--- config.mk ---
export PLATFORM = sky130hd
export DESIGN_NAME = bus_arbiter
export DESIGN_NICKNAME = d
export VERILOG_FILES = /design/src/rtl/bus_arbiter.sv
export SDC_FILE = /design/constraint.sdc
export NUM_CORES = 1
export LEC_CHECK = 0
export ABC_AREA = 1
export BUFFER_PORTS_ARGS = -buffer_cell sky130_fd_sc_hd__buf_2
export CORE_AREA = 2 2 120 122
export DETAILED_ROUTE_END_ITERATION = 12
export DIE_AREA = 0 0 122 124
export HOLD_SLACK_MARGIN = 0.1
export PLACE_DENSITY = 0.68
export RECOVER_POWER = 100
export SLEW_MARGIN = 40
export SYNTH_ARGS = -nofsm -noshare
export SYNTH_HDL_FRONTEND = slang
export SYNTH_SLANG_ARGS = --single-unit
--- constraint.sdc ---
create_clock -name clk -period 2.5 [get_ports clk]
set_input_delay 0.625 -clock clk [delete_from_list [all_inputs] [get_ports clk]]
set_output_delay 0.625 -clock clk [all_outputs]
set_load 0.02 [all_outputs]
--- src/rtl/bus_arbiter.sv ---
// bus_arbiter: merges the core's instruction and data valid/ready ports
// onto a single downstream memory bus. One transfer is captured at a time.
// The captured request stays stable on mem_* until mem_ready, and the response
// is routed back to the master that owns the transfer.
// Tie-break is fixed (data first) or round-robin, chosen by ROUND_ROBIN.

module bus_arbiter #(
    parameter bit ROUND_ROBIN = 1'b1
) (
    input  logic        clk,
    input  logic        resetn,

    input  logic        i_valid,
    output logic        i_ready,
    input  logic [31:0] i_addr,
    input  logic [31:0] i_wdata,
    input  logic [3:0]  i_wstrb,
    output logic [31:0] i_rdata,

    input  logic        d_valid,
    output logic        d_ready,
    input  logic [31:0] d_addr,
    input  logic [31:0] d_wdata,
    input  logic [3:0]  d_wstrb,
    output logic [31:0] d_rdata,

    output logic        mem_valid,
    input  logic        mem_ready,
    output logic [31:0] mem_addr,
    output logic [31:0] mem_wdata,
    output logic [3:0]  mem_wstrb,
    input  logic [31:0] mem_rdata,

    output logic [1:0]  grant
);

    typedef enum logic [1:0] {
        IDLE   = 2'd0,
        BUSY_I = 2'd1,
        BUSY_D = 2'd2
    } state_t;

    state_t      state_r;
    logic        last_d_r;
    logic        mem_valid_r;
    logic [31:0] mem_addr_r;
    logic [31:0] mem_wdata_r;
    logic [3:0]  mem_wstrb_r;
    logic [1:0]  grant_r;

    logic        pick_d_s;
    logic        any_req_s;

    assign any_req_s = i_valid | d_valid;

    // Arbitration: choose the data master when it alone requests or wins a tie
    always_comb begin
        pick_d_s = 1'b0;
        if (i_valid && d_valid) begin
            if (ROUND_ROBIN == 1'b1) begin
                // Grant whichever master did not own the previous transfer
                pick_d_s = ~last_d_r;
            end else begin
                pick_d_s = 1'b1;
            end
        end else if (d_valid) begin
            pick_d_s = 1'b1;
        end else begin
            pick_d_s = 1'b0;
        end
    end

    // Transfer FSM: capture the winner in IDLE, hold the bus until mem_ready
    always_ff @(posedge clk or negedge resetn) begin
        if (!resetn) begin
            state_r     <= IDLE;
            last_d_r    <= 1'b1;
            mem_valid_r <= 1'b0;
            mem_addr_r  <= 32'h0000_0000;
            mem_wdata_r <= 32'h0000_0000;
            mem_wstrb_r <= 4'b0000;
            grant_r     <= 2'b00;
        end else begin
            case (state_r)
                IDLE: begin
                    if (any_req_s) begin
                        mem_valid_r <= 1'b1;
                        last_d_r    <= pick_d_s;
                        if (pick_d_s) begin
                            state_r     <= BUSY_D;
                            grant_r     <= 2'b10;
                            mem_addr_r  <= d_addr;
                            mem_wdata_r <= d_wdata;
                            mem_wstrb_r <= d_wstrb;
                        end else begin
                            state_r     <= BUSY_I;
                            grant_r     <= 2'b01;
                            mem_addr_r  <= i_addr;
                            mem_wdata_r <= i_wdata;
                            mem_wstrb_r <= i_wstrb;
                        end
                    end else begin
                        state_r <= IDLE;
                    end
                end
                BUSY_I, BUSY_D: begin
                    // Master valid is not consulted: a captured transfer always completes
                    if (mem_ready) begin
                        state_r     <= IDLE;
                        mem_valid_r <= 1'b0;
                        mem_wstrb_r <= 4'b0000;
                        grant_r     <= 2'b00;
                    end else begin
                        state_r <= state_r;
                    end
                end
                default: begin
                    state_r     <= IDLE;
                    mem_valid_r <= 1'b0;
                    mem_wstrb_r <= 4'b0000;
                    grant_r     <= 2'b00;
                end
            endcase
        end
    end

    // Response routing: zero-latency ready and read data to the owning master only
    always_comb begin
        i_ready = 1'b0;
        d_ready = 1'b0;
        i_rdata = 32'h0000_0000;
        d_rdata = 32'h0000_0000;
        case (state_r)
            BUSY_I: begin
                if (mem_ready) begin
                    i_ready = 1'b1;
                    i_rdata = mem_rdata;
                end else begin
                    i_ready = 1'b0;
                end
            end
            BUSY_D: begin
                if (mem_ready) begin
                    d_ready = 1'b1;
                    d_rdata = mem_rdata;
                end else begin
                    d_ready = 1'b0;
                end
            end
            default: begin
                i_ready = 1'b0;
                d_ready = 1'b0;
            end
        endcase
    end

    assign mem_valid = mem_valid_r;
    assign mem_addr  = mem_addr_r;
    assign mem_wdata = mem_wdata_r;
    assign mem_wstrb = mem_wstrb_r;
    assign grant     = grant_r;

endmodule
After elaboration in Yosys (flattened, before gate mapping)
Cells that the tools add are included.
{ "totals": {"ff_bits": 74, "latch_bits": 0, "mem_bits_rw": 0, "romBits": 0, "input_bits": 173, "output_inout_bits": 137, "wordCells": 41, "memories": 0} }
{ "op_classes": {"addsub": 0, "multipliers": 0, "n_div": 0, "order_cmp": 0, "eq_ne": 4, "shifts": 0, "mux": 23, "bitwise_logic": 2, "reduce_logical": 5} }
{ "op_table": {"columns": ["op", "n"], "rows": [
  ["$mux 32", 5],
  ["$mux 4", 3],
  ["$mux 2", 4],
  ["$pmux 2 s2", 2],
  ["$pmux 4 s2", 1],
  ["$mux 1", 7],
  ["$ne 2x2->1 const B", 2],
  ["$reduce_and 2->1", 2],
  ["$eq 2x1->1 const B", 1],
  ["$eq 2x2->1 const B", 1],
  ["$logic_not 2->1", 1],
  ["$pmux 1 s2", 1],
  ["$reduce_or 2->1", 1],
  ["$logic_and 1x1->1", 1],
  ["$not 1->1", 1],
  ["$or 1x1->1", 1]
]} }

Longest topological paths before layout
Gate-level depths: netlist of the first run.
{ "depth": {"word_depth": 5, "mapped_depth": 8, "depth_no_buf": 8} }

Least setup slack after synthesis of the first run
Ideal clock, no wire load.
{ "synth_timing": {"path_type": "input port to output port", "start": "in mem_ready", "end": "out d_rdata[22]", "arrival_time_ps": 1224, "required_ps": 1875, "path_slack_ps": 651, "stages": 3, "n_path_buf": 1, "cell_sequence": "nand2_1 clkbuf_1 nor2_1"} }
{ "synth_via": {"elab_chain_cells": 2} }
{ "synth_rtl": {"columns": ["element", "line", "text"], "rows": [
  ["from (decl)", "28", "input logic mem_ready,"],
  ["$mux 32", "143", "if (mem_ready) begin"],
  ["$mux 32", "133", "case (state_r)"],
  ["to (decl)", "25", "output logic [31:0] d_rdata,"]
]} }
Every way passes these cells.

Worst setup path in the final report of the first run
{ "layout_timing": {"start": "reg state_r[0]", "end": "out d_rdata[11]"} }
{ "layout_via": {"elab_chain_cells": 2} }
{ "layout_rtl": {"columns": ["element", "line", "text"], "rows": [
  ["from (decl)", "43", "state_t state_r;"],
  ["from (signal assigned)", "114", "state_r <= state_r;"],
  ["$eq 2x2->1", "133", null],
  ["$mux 32", "133", null]
]} }
Every way passes these cells.

==> flow_metrics.env, run 1 <==
export IMPL_ys_top_cells_by_area="dfrtp_1 44%, nand2_1 20%, nor2_1 12%"
export IMPL_setup_violations=0
export IMPL_slew_violations=31
export IMPL_mostFrequentLayoutCell="nand2_1"
export IMPL_cts_tree="built"
export IMPL_wirelength_um=13580
export IMPL_r2r_start="last_d_r$_DFFE_PN1P_"
export IMPL_status="finished, violations left"
export IMPL_die_area_um2=15130
export IMPL_fin_nets=1118
export IMPL_postCtsHoldBufs=0
export IMPL_syn_num_nets=821
export IMPL_first_pass_iters=4
export IMPL_muxShareOfSynthArea_pct=0
export IMPL_max_freq_mhz=429.8
export IMPL_routedWlPerCell_um=12.05
export IMPL_clkPwrFrac_pct=19.5
export IMPL_worstPathMaxFanout=33
export IMPL_finalHoldViolCount=0
export IMPL_layout_drive_gt1_share_pct=22.28
export IMPL_holdPathEnd="grant[1]$_DFFE_PN0P_"
export IMPL_cts_root_buf="clkbuf_16"
export IMPL_cp_required_ns=1.88
export IMPL_antenna_cells=0
export IMPL_vias=4749
export IMPL_worst_pin_slew_ns=1.784
export IMPL_synth_area_um2=4180
export IMPL_yosysTopAreaCellShare_pct=43.70
export IMPL_min_path_cells=2
export IMPL_syn_area_per_cell_um2=6.481
export IMPL_cts_sinks=74
export IMPL_synth_xor_xnor_area_share_pct=0
export IMPL_grt_ovfl_total=0
export IMPL_r2r_end="mem_addr[13]$_DFFE_PN0P_"
export IMPL_grtUsageTotal_pct=17.08
export IMPL_clkLatencyLatePin_ns=0.33
export IMPL_path_clk_slew_ns=0.06
export IMPL_antenna_found_initial=0
export IMPL_grt_pass1_wl_um=20430
export IMPL_clock_path_buffers=2
export IMPL_htreeDepth=3
export IMPL_synth_compound_area_share_pct=8.351
export IMPL_synth_top_family_by_area="simple AND/OR/NAND/NOR gates"
export IMPL_pin_count=310
export IMPL_cellPowerDensity_nw_per_um2=1088
export IMPL_fin_setup_tns_ns=0
export IMPL_rsz0062_at_grt="false"
export IMPL_portBuffers=309
export IMPL_seq_power_share_pct=32.6
export IMPL_failed_checks="capacitance limit, slew limit"
export IMPL_synth_area_leader_cell="dfrtp_1"
export IMPL_leakage_uw=0.003490
export IMPL_die_y_um=124
export IMPL_combPwrFrac_pct=48.0
export IMPL_synth_simple_area_share_pct=32.92
export IMPL_final_cell_mix="218 x nand2_1, 177 x buf_2, 131 x nor2_1"
export IMPL_critPathLaunchType="flip-flop"
export IMPL_switching_share_pct=47.16
export IMPL_fin_crit_ns=2.326
export IMPL_synth_distinct_cells=17
export IMPL_fin_skew_ns=0.008103
export IMPL_fin_ws_ns=0.1736
export IMPL_grt_pass1_vias=4186
export IMPL_post_place_ws_ns=0.3902
export IMPL_area_growth_pct=44.12
export IMPL_min_from="grant[1]$_DFFE_PN0P_"
export IMPL_final_cells=1127
export IMPL_cp_end_kind="primary output"
export IMPL_drc_errors=0
export IMPL_hold_class="flip-flop to flip-flop"
export IMPL_die_w_um=122
export IMPL_viasPerCell=4.214
export IMPL_ant_nets=0
export IMPL_cts_setup_buffers=0
export IMPL_r2r_cells=6
export IMPL_cts_buffers=9
export IMPL_final_area_um2=6025
export IMPL_timing_final_crit_share_pct=93.06
export IMPL_p_int_uw=3465
export IMPL_power_switching_uw=3092
export IMPL_synthCells=645
export IMPL_ctsResizeCount=0
export IMPL_yosys_area_share_adder_pct=0.8979
export IMPL_criticalPathCategory="flip-flop to primary output"
export IMPL_place_congestion=0.7936
export IMPL_synth_seq_area_share_pct=44.33
export IMPL_slew_headroom_pct=-18.95
export IMPL_reg2reg_slack_ns=0.28
export IMPL_power_total_uw=6557
export IMPL_drt_iter0_markers=211
export IMPL_grt_max_degree=67
export IMPL_placedCellCount=1111
export IMPL_core_area_um2=13720
export IMPL_cp_arrival_ns=1.70
export IMPL_place_hpwl_um=10250
export IMPL_place_area_um2=5933
export IMPL_rows=43
export IMPL_ys_ff_latch=74
export IMPL_start_util_pct=30.47
export IMPL_ir_worst_vdd_v=0.0004070
export IMPL_yosys_warnings=0
export IMPL_drv_cap=1
## stage by stage
| stage | hold slack (ns) | util, % |
|---|---|---|
| CTS | 0.2358 | 45.39 |
| detailed placement | 0.4644 | 43.25 |
| global route | 0.5043 | 43.91 |
| global placement | 0.4641 | 43.25 |
| finish | 0.4816 | 43.91 |
| floorplan | 0.3294 | - |
## state kept, by name, summed over array words and instances, names as in the netlist
signal and count:
mem_addr 32, mem_wdata 32, mem_wstrb 4, grant 2, state_r 2, last_d_r 1
mem_valid 1
## critical path, cell delays in order, from the launching register on
cell and delay [ns]:
dfrtp_1 0.38, inv_1 0.10, ha_1 0.15, nand2_1 0.05
buf_4 0.23, nor2_1 0.25, clkbuf_2 0.22
## power groups by stage
stage                     Combinational, uW  Clock (uW)  Sequential (uW)
after floorplan                        1480           0             2820
after global placement                 3460           0             2110
after detailed placement               3500           0             2110
after CTS                              3490        1320             2110
after global routing                   3520        1370             2210
final                                  3150        1280             2140
## synth_stat cells
library cell / instances
clkbuf_1: 8
dfrtp_1: 73
ha_1: 3
nand3b_1: 3
buf_6: 1
o21ai_2: 1
nor2_1: 131
nand4_1: 1
inv_1: 106
nor2_4: 1
nand3_1: 4
o21ai_0: 8
nand2_1: 218
o21ai_1: 60
dfstp_2: 1
nand2_2: 1
buf_2: 25
## cell type report
type / instances / area [um^2]
fillers: 1537 / 7695
flip-flops and latches: 74 / 1853
multi-input cells: 431 / 1759
repair buffers: 320 / 1495
inverters: 106 / 397.9
clock buffers: 10 / 229.0
well taps: 180 / 225.2
clock inverters: 6 / 65.06
## kinds of logic after synthesis
group / after synthesis
AOI/OAI and AO/OA: 69
adders and majority gates: 3
buffers and inverters: 140
DFF: 74
and+or+nand+nor: 359
## layer usage
layer	track usage [%]	wire (um)	vias up	part of all wire, %
li1	-	-	2480	-
met1	20.19	5655	2078	42
met2	30.31	6641	178	49
met3	4.762	1105	13	8.1
met4	4.885	181	0	1.3
met5	0	0	-	0
## worst max path at each step
stage                           startpoint  cells after the start  slack (ns)     endpoint
floorplan                        mem_ready                      3        0.65  d_rdata[22]
CTS                 state_r[0]$_DFFE_PN0P_                      6        0.15  d_rdata[11]
detailed placement               mem_ready                      5        0.39  d_rdata[11]
finish              state_r[0]$_DFFE_PN0P_                      6        0.17  d_rdata[11]
global route        state_r[1]$_DFFE_PN0P_                      6        0.04  i_rdata[18]
global placement                 mem_ready                      5        0.40  d_rdata[11]
(Power assumes the default switching activity.)
==> run 2: changes to the inputs <==
- CORE_AREA: 2 2 120 122 -> 2 2 119 121
- CTS_BUF_LIST: not set -> sky130_fd_sc_hd__clkbuf_2
- DIE_AREA: 0 0 122 124 -> 0 0 121 123
- PLACE_DENSITY: 0.68 -> 0.69
==> run 2 against run 1 <==
Effect of this change:
- the flow still finishes with violations (capacitance limit, slew limit)
- maximum frequency down 1.4%
- design area up 1.6%
- total power down 4.1%
- critical path type unchanged
- worst hold slack worse by 0.16 ns
- utilization up 1.1 points
- non-clock buffer count down 1
- via count up 1.3%
- die area down 1.6%
- combinational power up 4%
- critical path depth unchanged
- largest power group unchanged
==> flow_metrics.env, run 2 (synthesis gave the netlist of run 1 again) <==
export IMPL_cp_required_ns=1.88
export IMPL_vias=4809
export IMPL_power_total_uw=6287
export IMPL_max_freq_mhz=423.7
export IMPL_post_place_ws_ns=0.4897
export IMPL_final_cell_mix="217 x nand2_1, 200 x buf_2, 128 x nor2_1"
export IMPL_final_area_um2=6122
export IMPL_area_growth_pct=46.45
export IMPL_ir_worst_vdd_v=0.0005218
export IMPL_cts_sinks=74
export IMPL_critPathLaunchType="flip-flop"
export IMPL_hold_class="input pin to flip-flop"
export IMPL_drv_cap=1
export IMPL_start_util_pct=30.71
export IMPL_fin_crit_ns=2.360
export IMPL_cp_arrival_ns=1.74
export IMPL_min_path_cells=3
export IMPL_criticalPathCategory="flip-flop to primary output"
export IMPL_worst_pin_slew_ns=1.638
export IMPL_slew_violations=30
export IMPL_layout_drive_gt1_share_pct=28.65
export IMPL_setup_violations=0
export IMPL_cts_buffers=9
export IMPL_routedWlPerCell_um=12.26
export IMPL_clkLatencyLatePin_ns=0.54
export IMPL_leakage_uw=0.003698
export IMPL_reg2reg_slack_ns=0.33
export IMPL_place_area_um2=5923
export IMPL_cts_tree="built"
export IMPL_core_area_um2=13610
export IMPL_fin_ws_ns=0.1400
export IMPL_cp_end_kind="primary output"
export IMPL_grt_pass1_vias=4293
export IMPL_htreeDepth=3
export IMPL_status="finished, violations left"
export IMPL_crit_start="state_r[0]$_DFFE_PN0P_"
export IMPL_portBuffers=309
export IMPL_fin_nets=1117
export IMPL_drc_errors=0
export IMPL_path_cells="inv_2 > ha_1 > nand2_2 > clkbuf_16 > nor2_1 > buf_4"
export IMPL_antenna_found_initial=1
export IMPL_r2r_start="state_r[0]$_DFFE_PN0P_"
export IMPL_die_y_um=123
export IMPL_grt_ovfl_total=0
export IMPL_timing_final_crit_share_pct=94.40
export IMPL_die_w_um=121
export IMPL_cellPowerDensity_nw_per_um2=1027
export IMPL_clock_path_buffers=2
export IMPL_r2r_cells=6
export IMPL_ant_nets=0
export IMPL_pin_count=310
export IMPL_hold_ws_ns=0.3219
export IMPL_grtUsageTotal_pct=17.56
export IMPL_cts_setup_buffers=0
export IMPL_place_hpwl_um=10160
export IMPL_crit_slowest_cell="dfrtp_1"
export IMPL_grt_pass1_wl_um=20710
export IMPL_max_stage_delay_ns=0.44
export IMPL_r2r_end="mem_addr[17]$_DFFE_PN0P_"
export IMPL_first_pass_iters=4
export IMPL_cp_endpoint="d_rdata[18]"
export IMPL_rows=43
export IMPL_cts_root_buf="clkbuf_2"
export IMPL_wirelength_um=13810
export IMPL_slew_headroom_pct=-9.220
export IMPL_die_area_um2=14880
export IMPL_failed_checks="capacitance limit, slew limit"
export IMPL_drt_iter0_markers=160
export IMPL_rsz0062_at_grt="true"
export IMPL_mostFrequentLayoutCell="nand2_1"
export IMPL_path_clk_slew_ns=0.23
export IMPL_grt_max_degree=65
export IMPL_worstPathMaxFanout=16
export IMPL_place_congestion=0.7563
export IMPL_viasPerCell=4.267
export IMPL_finalHoldViolCount=0
export IMPL_fin_skew_ns=0.02285
-- run 2: cell count changes in the layout (fill, tap and decap cells not counted), moves of 5 or more --
cell	delta
o21ai_1	-5
buf_4	+34
clkbuf_16	-8
o21ai_0	+5
buf_2	+23
clkbuf_1	-56
-- run 2: power by group --
part | switching, uW | internal, uW
logic | 2290 | 985
registers | 327 | 1790
clock network | 458 | 441
total | 3070 | 3220
-- run 2: worst max-delay path, delay by kind of cell, from the launching register on --
family	cells	cell delay (ns)
flops	1	0.44
fa+ha+maj	1	0.15
simple gates	2	0.20
buf+inv	3	0.42
-- run 2: how the worst min path moves through the flow --
stage | endpoint | slack (ns) | from
finish | mem_wdata[19]$_DFFE_PN0P_ | 0.32 | d_wdata[19]
global route | mem_wdata[19]$_DFFE_PN0P_ | 0.24 | d_wdata[19]
CTS | mem_wdata[20]$_DFFE_PN0P_ | 0.23 | d_wdata[20]
detailed placement | grant[0]$_DFFE_PN0P_ | 0.47 | grant[0]$_DFFE_PN0P_
global placement | mem_addr[7]$_DFFE_PN0P_ | 0.46 | mem_addr[7]$_DFFE_PN0P_
floorplan | grant[0]$_DFFE_PN0P_ | 0.33 | resetn
-- run 2: what timing repair did --
item / 4_1_cts / 5_1_grt
cloned: 0 / 1
pin swaps: 0 / 0
hold endpoints to repair: 27 / 0
endpoints found under the setup margin: 35 / 58
gates resized for setup: 4 / 43
hold buffers: 1 / 0
-- run 2: per-stage QoR --
step	setup TNS (ns)	util [%]	cells
final	0	44.98	1127
after global routing	-0.6574	44.98	1127
after CTS	0	44.88	1125
after detailed placement	0	43.52	1108
after global placement	0	43.52	1108
after floorplan	0	-	645
-- run 2: cell type report --
type	instances	area, um^2
repair buffers	319	1707
clock buffers	10	50.05
well taps	180	225.2
inverters	106	397.9
diodes	1	2.502
fillers	1477	7490
clock inverters	6	112.6
flip-flops and latches	74	1853
multi-input cells	431	1774
-- run 2: metal layers --
layer,wire (um),part of all wire [%],up-vias,track usage [%]
li1,-,-,2481,-
met1,5609,41,2115,20.37
met2,6825,49,192,30.48
met3,1089,7.9,21,4.889
met4,289,2.1,0,7.413
met5,0,0,-,0
